## src/rtl/multi_channel_bus_synchronizer_pkg.sv

```systemverilog
// rtl/multi_channel_bus_synchronizer_pkg.sv - shared constants and helpers for the bus synchronizer
package multi_channel_bus_synchronizer_pkg;

    localparam int DEFAULT_STAGE_COUNT   = 2;
    localparam int DEFAULT_BUS_WIDTH     = 4;
    localparam int DEFAULT_CHANNEL_COUNT = 2;
    localparam int DEFAULT_STABLE_CYCLES = 2;
    localparam int DEFAULT_GRAY_CHECK    = 1;

    // Bits needed to hold values 0..value-1.
    function automatic int clog2(input int value);
        int r;
        r = 0;
        while ((1 << r) < value) begin
            r = r + 1;
        end
        return r;
    endfunction

    // Each binary bit is the xor of its gray bit and every gray bit above it.
    // Unused upper bits are zero, so the result is exact for any narrower bus.
    function automatic logic [31:0] gray_to_binary(input logic [31:0] gray);
        logic [31:0] bin;
        bin[31] = gray[31];
        for (int i = 30; i >= 0; i--) begin
            bin[i] = bin[i+1] ^ gray[i];
        end
        return bin;
    endfunction

    // Number of set bits; applied to a xor it gives the hamming distance.
    function automatic int popcount(input logic [31:0] value);
        int n;
        n = 0;
        for (int i = 0; i < 32; i++) begin
            n = n + int'(value[i]);
        end
        return n;
    endfunction

endpackage

```

## src/rtl/multi_channel_bus_synchronizer_channel.sv

```systemverilog
// rtl/multi_channel_bus_synchronizer_channel.sv - one channel: sync chain, stability filter, outputs, gray check
module bus_synchronizer_channel
    import multi_channel_bus_synchronizer_pkg::*;
#(
    parameter int STAGE_COUNT   = DEFAULT_STAGE_COUNT,
    parameter int BUS_WIDTH     = DEFAULT_BUS_WIDTH,
    parameter int STABLE_CYCLES = DEFAULT_STABLE_CYCLES,
    parameter int GRAY_CHECK    = DEFAULT_GRAY_CHECK
) (
    input  logic                 clk,
    input  logic                 reset,
    input  logic [BUS_WIDTH-1:0] async_data,
    input  logic                 error_clear,
    output logic [BUS_WIDTH-1:0] sync_data,
    output logic [BUS_WIDTH-1:0] bin_data,
    output logic                 changed,
    output logic                 gray_error
);

    localparam int              RUN_W   = clog2(STABLE_CYCLES + 1);
    localparam logic [RUN_W-1:0] RUN_MAX = RUN_W'(STABLE_CYCLES);
    localparam logic [RUN_W-1:0] RUN_ONE = RUN_W'(1);

    logic [BUS_WIDTH-1:0] chain [STAGE_COUNT];
    logic [BUS_WIDTH-1:0] held;
    logic [BUS_WIDTH-1:0] last;
    logic [RUN_W-1:0]     run_cnt;
    logic [RUN_W-1:0]     run_next;
    logic                 accept;
    logic                 multi_bit;

    // Metastability chain: stage 0 samples the foreign bus, later stages settle it.
    always_ff @(posedge clk) begin
        if (reset) begin
            for (int i = 0; i < STAGE_COUNT; i++) begin
                chain[i] <= '0;
            end
        end else begin
            chain[0] <= async_data;
            for (int i = 1; i < STAGE_COUNT; i++) begin
                chain[i] <= chain[i-1];
            end
        end
    end

    // Run length of identical chain outputs and the resulting accept decision.
    always_comb begin
        last = chain[STAGE_COUNT-1];
        if (last == held) begin
            run_next = (run_cnt == RUN_MAX) ? RUN_MAX : run_cnt + RUN_ONE;
        end else begin
            run_next = RUN_ONE;
        end
        accept    = (run_next == RUN_MAX) && (last != sync_data);
        multi_bit = popcount(32'(last ^ sync_data)) > 1;
    end

    // Filter state and accepted outputs; changed is a single-cycle pulse per accept.
    always_ff @(posedge clk) begin
        if (reset) begin
            held      <= '0;
            run_cnt   <= '0;
            sync_data <= '0;
            bin_data  <= '0;
            changed   <= 1'b0;
        end else begin
            held    <= last;
            run_cnt <= run_next;
            changed <= accept;
            if (accept) begin
                sync_data <= last;
                bin_data  <= BUS_WIDTH'(gray_to_binary(32'(last)));
            end
        end
    end

    // Sticky multi-bit flag; a new offence beats a simultaneous clear.
    always_ff @(posedge clk) begin
        if (reset) begin
            gray_error <= 1'b0;
        end else if ((GRAY_CHECK != 0) && accept && multi_bit) begin
            gray_error <= 1'b1;
        end else if (error_clear) begin
            gray_error <= 1'b0;
        end
    end

endmodule

```

## src/rtl/multi_channel_bus_synchronizer.sv

```systemverilog
// rtl/multi_channel_bus_synchronizer.sv - top: slices buses and instantiates one synchronizer per channel
module multi_channel_bus_synchronizer
    import multi_channel_bus_synchronizer_pkg::*;
#(
    parameter int STAGE_COUNT   = DEFAULT_STAGE_COUNT,
    parameter int BUS_WIDTH     = DEFAULT_BUS_WIDTH,
    parameter int CHANNEL_COUNT = DEFAULT_CHANNEL_COUNT,
    parameter int STABLE_CYCLES = DEFAULT_STABLE_CYCLES,
    parameter int GRAY_CHECK    = DEFAULT_GRAY_CHECK
) (
    input  logic                               clk,
    input  logic                               reset,
    input  logic [CHANNEL_COUNT*BUS_WIDTH-1:0] asynchronous_data,
    input  logic [CHANNEL_COUNT-1:0]           error_clear,
    output logic [CHANNEL_COUNT*BUS_WIDTH-1:0] synchronous_data,
    output logic [CHANNEL_COUNT*BUS_WIDTH-1:0] binary_data,
    output logic [CHANNEL_COUNT-1:0]           data_changed,
    output logic [CHANNEL_COUNT-1:0]           gray_error
);

    // Channels share nothing but the clock and reset.
    for (genvar c = 0; c < CHANNEL_COUNT; c++) begin : g_channel
        bus_synchronizer_channel #(
            .STAGE_COUNT  (STAGE_COUNT),
            .BUS_WIDTH    (BUS_WIDTH),
            .STABLE_CYCLES(STABLE_CYCLES),
            .GRAY_CHECK   (GRAY_CHECK)
        ) u_channel (
            .clk        (clk),
            .reset      (reset),
            .async_data (asynchronous_data[c*BUS_WIDTH +: BUS_WIDTH]),
            .error_clear(error_clear[c]),
            .sync_data  (synchronous_data[c*BUS_WIDTH +: BUS_WIDTH]),
            .bin_data   (binary_data[c*BUS_WIDTH +: BUS_WIDTH]),
            .changed    (data_changed[c]),
            .gray_error (gray_error[c])
        );
    end

endmodule

```

## config.mk

```make
export PLATFORM = sky130hd
export DESIGN_NAME = multi_channel_bus_synchronizer
export DESIGN_NICKNAME = d
export VERILOG_FILES = /design/src/rtl/multi_channel_bus_synchronizer_pkg.sv /design/src/rtl/multi_channel_bus_synchronizer_channel.sv /design/src/rtl/multi_channel_bus_synchronizer.sv
export SDC_FILE = /design/constraint.sdc
export NUM_CORES = 1
export LEC_CHECK = 0
export CAP_MARGIN = 20
export CELL_PAD_IN_SITES_DETAIL_PLACEMENT = 2
export CELL_PAD_IN_SITES_GLOBAL_PLACEMENT = 2
export CORE_ASPECT_RATIO = 0.5
export CORE_UTILIZATION = 34
export CTS_CLUSTER_DIAMETER = 50
export CTS_CLUSTER_SIZE = 30
export DETAILED_ROUTE_END_ITERATION = 12
export PLACE_DENSITY = 0.76
export SYNTH_ARGS = -nofsm -noshare
export SYNTH_HDL_FRONTEND = slang
export SYNTH_HIERARCHICAL = 1
export SYNTH_SLANG_ARGS = --single-unit
```

## constraint.sdc

```tcl
create_clock -name clk -period 1.73 [get_ports clk]
set_input_delay 0.2595 -clock clk [delete_from_list [all_inputs] [get_ports clk]]
set_output_delay 0.2595 -clock clk [all_outputs]
set_load 0.005 [all_outputs]
```

==> reports/metrics.cfg, run 1 <==
[setup_path]
cp-end-kind = register
crit_path_end = g_channel[1].u_channel/gray_error$_SDFFE_PP0P_
cp_data_required_time_ns = 1.96
critPathLaunchType = register
worstPathArrival_ns = 1.86
r2r_cells = 5
r2r-end = g_channel[1].u_channel/gray_error$_SDFFE_PP0P_
rrSetupSlack_ns = 0.10
regToRegStartpoint = g_channel[1].u_channel/chain[0][4]$_SDFF_PP0_
crit_fanout = 4
critPathLaunch = g_channel[1].u_channel/chain[0][4]$_SDFF_PP0_
worstSetupPathType = reg -> reg

[placed_design]
pre_cts_slack_ns = -0.0292
io_buffers = 31
place_congestion = 0.758
dp_hpwl_um = 2910

[min_path]
min_path_type = reg -> reg
worstHoldStart = g_channel[0].u_channel/chain[0][0]$_SDFF_PP0_

[clocking]
clockBufferDepth = 2
hold_buffers = 0
clock_latency_ns = 0.29
clock-sinks = 46
h-tree-depth = 2
root_buffer = clkbuf_8
cts_tree = done
cts_buffers = 5
clkTransAtPathRegs_ns = 0.08
post-cts-setup-buffers = 0

[yosys]
synth_area_mm2 = 0.00191
syn_nets = 188
seq_area_frac_synth_pct = 48.2
synth_cell_type_count = 25
ys_warn_count = 6
synth_ff_type = dfxtp_1
synth-seq-cells = 46
netlist_instances = 170
synthSimpleGateAreaFrac_pct = 21.0
synth_xor_area_share_pct = 11.5
synth.avg_cell_area_um2 = 11.2
synth-edff-count = 0
synth_mux_area_share_pct = 5.90
synth_compound_area_share_pct = 4.19
synth_fa_ha_area_share_pct = 4.72
synth_top_family_by_area = simple AND/OR/NAND/NOR gates
async_flop_share_pct = 0

[sta]
slew_headroom_pct = 80.1
fin_skew_ns = 0.00563
tns_ns = 0
period_minus_slack_ns = 1.63
finalSetupViolCount = 0
fmax_mhz = 614
setup_slack_ns = 0.102
rsz0062_at_grt = no
hold_viol_final = 0
tightest_slew_ns = 0.296
final.period_utilization_pct = 94.1
maxSlewViolCount = 0

[global_route]
grt_overflow = 0
grt_max_degree = 49
first_global_vias = 1334
grt_pass1_wl_um = 6380
track_usage_pct = 14.8
antenna_found_initial = 0

[routing]
viasPerCell = 4.58
post_drt_wl_per_cell_um = 14.3
ant_nets = 0
vias = 1255
first_pass_iters = 3
drtIter0Drc = 11
drc = 0
wl_um = 3930

[power_and_ir_drop]
p_leak_uw = 0.000932
ir_drop_mv = 0.415
pwr_density_cell_mw_per_mm2 = 847

[floorplanning]
fp.dieArea_mm2 = 0.00594
die_x_um = 108
rows = 18
die_h_um = 55.0
start_util_pct = 37.0
ioPinCount = 32
fp.coreArea_mm2 = 0.00516

[run]
max_cap_viol_count = 0

[cells_and_area]
num_antenna_cells = 0
nets = 223
drive_above_1_share_pct = 18.6
final_util_pct = 47.3
syn_to_final_growth_pct = 27.9

[status]
status = finished, final reports clean

==> where the power goes <==
group          internal [uW]  switching [uW]  total (uW)  leakage [uW]
sequential              1100            25.1        1120      0.000377
combinational            153             146         299      0.000511
clock                    309             334         643     0.0000431
total                   1560             506        2070      0.000932
==> Yosys cell counts (4+ instances only) <==
library cell,instances,area (um2)
mux2_2,10,113
inv_1,6,22.5
xor2_1,10,87.6
nor3b_1,4,30.0
a21oi_1,4,20.0
nand4_1,6,37.5
ha_1,4,50.1
nor2b_1,34,213
xnor2_1,10,87.6
nor2_1,6,22.5
dfxtp_1,46,921
a31oi_1,4,25.0
==> worst min-delay path by stage <==
stage,cells after the start,endpoint,slack (ns)
after floorplan,1,g_channel[0].u_channel/held[0]$_SDFF_PP0_,0.34
after global placement,1,g_channel[1].u_channel/chain[0][7]$_SDFF_PP0_,0.42
after detailed placement,1,g_channel[0].u_channel/chain[0][4]$_SDFF_PP0_,0.43
after CTS,1,g_channel[0].u_channel/chain[0][4]$_SDFF_PP0_,0.45
after global routing,1,g_channel[0].u_channel/chain[0][4]$_SDFF_PP0_,0.46
final,1,g_channel[0].u_channel/chain[0][4]$_SDFF_PP0_,0.44
==> area by class of cell <==
class / count / area [um2]
clock buffer: 6 / 82.6
timing repair buffer: 38 / 375
inverter: 6 / 22.5
multi-input combinational: 108 / 948
fill: 518 / 2720
tap: 70 / 87.6
sequential: 46 / 925
==> placed cells by master (no fill, tap or decap), types with 3 or more instances in the layout <==
cell,n
nor2_1,6
clkdlybuf4s50_1,31
nor2b_1,34
a21oi_1,4
inv_1,6
nor3b_1,4
xnor2_2,6
xnor2_1,4
a31oi_1,4
nand4_1,6
mux2_2,10
clkbuf_8,6
dfxtp_2,3
ha_1,4
xor2_1,10
buf_4,6
dfxtp_1,43
==> worst max-delay path: stages, from the launching register on <==
cell and delay (ns):
dfxtp_1 0.46, xnor2_2 0.12, fa_1 0.49, o21ai_0 0.19, nand4_1 0.14, a21oi_1 0.16
==> sequential cells by signal (all words and copies together), names as in the netlist <==
name / flops
g_channel.u_channel/held: 8
g_channel.u_channel/gray_error: 2
g_channel.u_channel/bin_data: 6
g_channel.u_channel/run_cnt: 4
g_channel.u_channel/changed: 2
g_channel.u_channel/chain: 16
g_channel.u_channel/sync_data: 8
==> through the flow <==
| stage | instance area (um2) | cells | hold slack [ns] | total power, uW |
|---|---|---|---|---|
| after floorplan | 1910 | 170 | 0.340 | 1330 |
| after global placement | 2310 | 268 | 0.422 | 1430 |
| after detailed placement | 2310 | 268 | 0.425 | 1450 |
| after CTS | 2400 | 274 | 0.445 | 2090 |
| after global routing | 2440 | 274 | 0.457 | 2160 |
| final | 2440 | 274 | 0.443 | 2070 |
==> per-layer routing <==
metal	global-route usage (%)	up-vias	wire (um)
li1	-	621	-
met1	16.1	614	1780
met2	28.3	18	2010
met3	4.22	2	117
met4	5.48	0	19
met5	0	-	0
==> kinds of logic (layout without fill, tap and decap cells) <==
logic type | after synthesis | count (layout)
flops | 46 | 46
fa+ha+maj | 6 | 6
simple gates | 58 | 58
mux | 10 | 10
xor+xnor | 22 | 22
buf+inv | 16 | 50
compound gates | 12 | 12
==> repair_timing <==
action	CTS	global route
endpoints found under the setup margin	2	7
resized for setup	2	8
pin swaps	0	1
hold endpoints to repair	0	0
No activity file was read; power rests on OpenSTA's default activity.
==> run 2: changes to the inputs <==
Settings changed: PLACE_DENSITY 0.76 to 0.87.
==> run 2 against run 1 <==
Effect of this change:
- clock power grew 19%
- total power is 6.1% higher
- global-route usage increased by 1.2 points
- sequential share of layout area is 0.19 points lower
- critical path type unchanged
- largest cell class unchanged
==> reports/metrics.cfg, run 2 (same netlist as run 1, synthesis figures left out) <==
[routing]
vias = 1305  ; +4.0%
drtIter0Drc = 18  ; +7
ant_nets = 0  ; unchanged
post_drt_wl_per_cell_um = 15.2  ; +6.2%
wl_um = 4190  ; +6.6%
drc = 0  ; unchanged
viasPerCell = 4.75  ; +3.6%
first_pass_iters = 4  ; +1

[floorplanning]
ioPinCount = 32  ; unchanged
fp.dieArea_mm2 = 0.00594  ; unchanged
rows = 18  ; unchanged
fp.coreArea_mm2 = 0.00516  ; unchanged
start_util_pct = 37.0  ; unchanged
die_h_um = 55.0  ; unchanged
die_x_um = 108  ; unchanged

[cells_and_area]
nFillCells = 549  ; +6.0%
reg.largest.list = g_channel.u_channel/chain x16, g_channel.u_channel/held x8, g_channel.u_channel/sync_data x8
num_antenna_cells = 0  ; unchanged
largest_reg_flops = 16  ; unchanged
largest_register = g_channel.u_channel/chain
finalInstanceArea_mm2 = 0.00245  ; +0.51%
final_util_pct = 47.6  ; +0.24 points
final_cell_mix = dfxtp_1, nor2b_1, clkdlybuf4s50_1
drive_above_1_share_pct = 18.5  ; -0.091 points
nets = 222  ; -0.45%
syn_to_final_growth_pct = 28.5
final_common_cell = dfxtp_1

[setup_path]
worstSetupPathType = reg -> reg
slowest_stage = dfxtp_1
r2r-end = g_channel[1].u_channel/bin_data[1]$_SDFFE_PP0P_
cp-end-kind = register
critPathLaunchType = register
rrSetupSlack_ns = 0.12  ; +0.02 ns
r2r_cells = 5  ; unchanged
crit_fanout = 6  ; +2
regToRegStartpoint = g_channel[1].u_channel/chain[0][4]$_SDFF_PP0_
worstPathCellList = xnor2_2, ha_1, a31oi_2, nand3_4, mux2_2
cp_data_required_time_ns = 1.92  ; -0.04 ns
worstPathArrival_ns = 1.80  ; -0.06 ns
critPathMaxStageDelay_ns = 0.44  ; -0.05 ns

[clocking]
post-cts-setup-buffers = 0  ; unchanged
h-tree-depth = 2  ; unchanged
cts_tree = done
clkTransAtPathRegs_ns = 0.09  ; about the same
clockBufferDepth = 2  ; unchanged
clock-sinks = 46  ; unchanged
clock_latency_ns = 0.30  ; about the same
root_buffer = clkbuf_8
cts_buffers = 5  ; unchanged

[min_path]
worstHoldStart = g_channel[0].u_channel/chain[0][3]$_SDFF_PP0_
hold-path-endpoint = g_channel[0].u_channel/chain[0][7]$_SDFF_PP0_
min_path_type = reg -> reg
min_path_cells = 1  ; unchanged

[power_and_ir_drop]
p_leak_uw = 0.000939  ; +0.79%
pwr_density_cell_mw_per_mm2 = 894  ; +5.6%
ir_drop_mv = 0.338  ; -19%
finalPower_uw = 2190  ; +6.1%

[sta]
tightest_slew_ns = 0.348  ; +0.0519 ns
final.period_utilization_pct = 93.0  ; -1.1 points
maxSlewViolCount = 0  ; unchanged
hold_ws_ns = 0.445  ; +0.00190 ns
rsz0062_at_grt = no
finalSetupViolCount = 0  ; unchanged
hold_viol_final = 0  ; unchanged
period_minus_slack_ns = 1.61  ; -0.0192 ns
fin_skew_ns = 0.00577  ; +0.000148 ns
slew_headroom_pct = 76.7  ; -3.5 points
fmax_mhz = 622  ; +1.2%

[placed_design]
io_buffers = 31  ; unchanged
dp_hpwl_um = 3000  ; +3.1%
placed_area_mm2 = 0.00230  ; -0.33%
place_congestion = 0.771  ; +1.7%

[global_route]
grt_max_degree = 49  ; unchanged
grt_pass1_wl_um = 6780  ; +6.4%
track_usage_pct = 16.0  ; +1.2 points
grt_overflow = 0  ; unchanged
first_global_vias = 1340  ; +0.45%
antenna_found_initial = 0  ; unchanged

[status]
status = finished, final reports clean

[run]
max_cap_viol_count = 0  ; unchanged

[run 2: critical path, delay by kind of cell, from the launching register on]
kind,cells,cell delay (ns)
XOR/XNOR,1,0.12
AO/OA/AOI/OAI,1,0.24
multiplexers,1,0.31
adder cells (fa/ha/maj),1,0.22
AND/OR/NAND/NOR,1,0.17
flip-flops,1,0.44
[run 2: layout make-up]
type	instances	area (um2)	share of cell area, %
Timing Repair Buffer	37	368	15.0
Multi-Input combinational cell	108	941	38.3
Clock buffer	8	110	4.49
Inverter	6	22.5	0.918
Sequential cell	46	925	37.7
Tap cell	70	87.6	3.57
[run 2: per-stage QoR]
stage	worst slack, ns	TNS (ns)	cells
after detailed placement	-0.0217	-0.0217	267
after floorplan	0.184	0	170
after CTS	0.00251	0	275
after global placement	0.0463	0	267
after global routing	0.0000426	0	275
final	0.122	0	275
[run 2: how the worst max path moves through the flow]
stage / from / end / depth (start not counted)
floorplan: g_channel[0].u_channel/chain[0][7]$_SDFF_PP0_ / g_channel[0].u_channel/bin_data[1]$_SDFFE_PP0P_ / 5
global placement: g_channel[0].u_channel/chain[0][7]$_SDFF_PP0_ / g_channel[0].u_channel/gray_error$_SDFFE_PP0P_ / 5
detailed placement: g_channel[0].u_channel/chain[0][7]$_SDFF_PP0_ / g_channel[0].u_channel/gray_error$_SDFFE_PP0P_ / 5
CTS: g_channel[0].u_channel/chain[0][7]$_SDFF_PP0_ / g_channel[0].u_channel/gray_error$_SDFFE_PP0P_ / 5
global route: g_channel[0].u_channel/chain[0][4]$_SDFF_PP0_ / g_channel[0].u_channel/bin_data[2]$_SDFFE_PP0P_ / 6
finish: g_channel[1].u_channel/chain[0][4]$_SDFF_PP0_ / g_channel[1].u_channel/bin_data[1]$_SDFFE_PP0P_ / 5
[run 2: power breakdown]
part | switching (uW) | internal, uW
sequential | 25.7 | 1100
clock | 361 | 404
combinational | 152 | 151
total | 538 | 1650
[run 2: what timing repair did]
action                                  in CTS  in global routing
pin swaps                                    0                  1
cloned                                       0                  0
resized for setup                            2                  7
endpoints found under the setup margin       1                 11
hold buffers                                 0                  0
[run 2: routing by layer]
metal / global-route usage [%] / wire, um
met4: 6.16 / 31
met3: 5.50 / 192
met1: 16.3 / 1700
met2: 31.5 / 2260
met5: 0 / 0
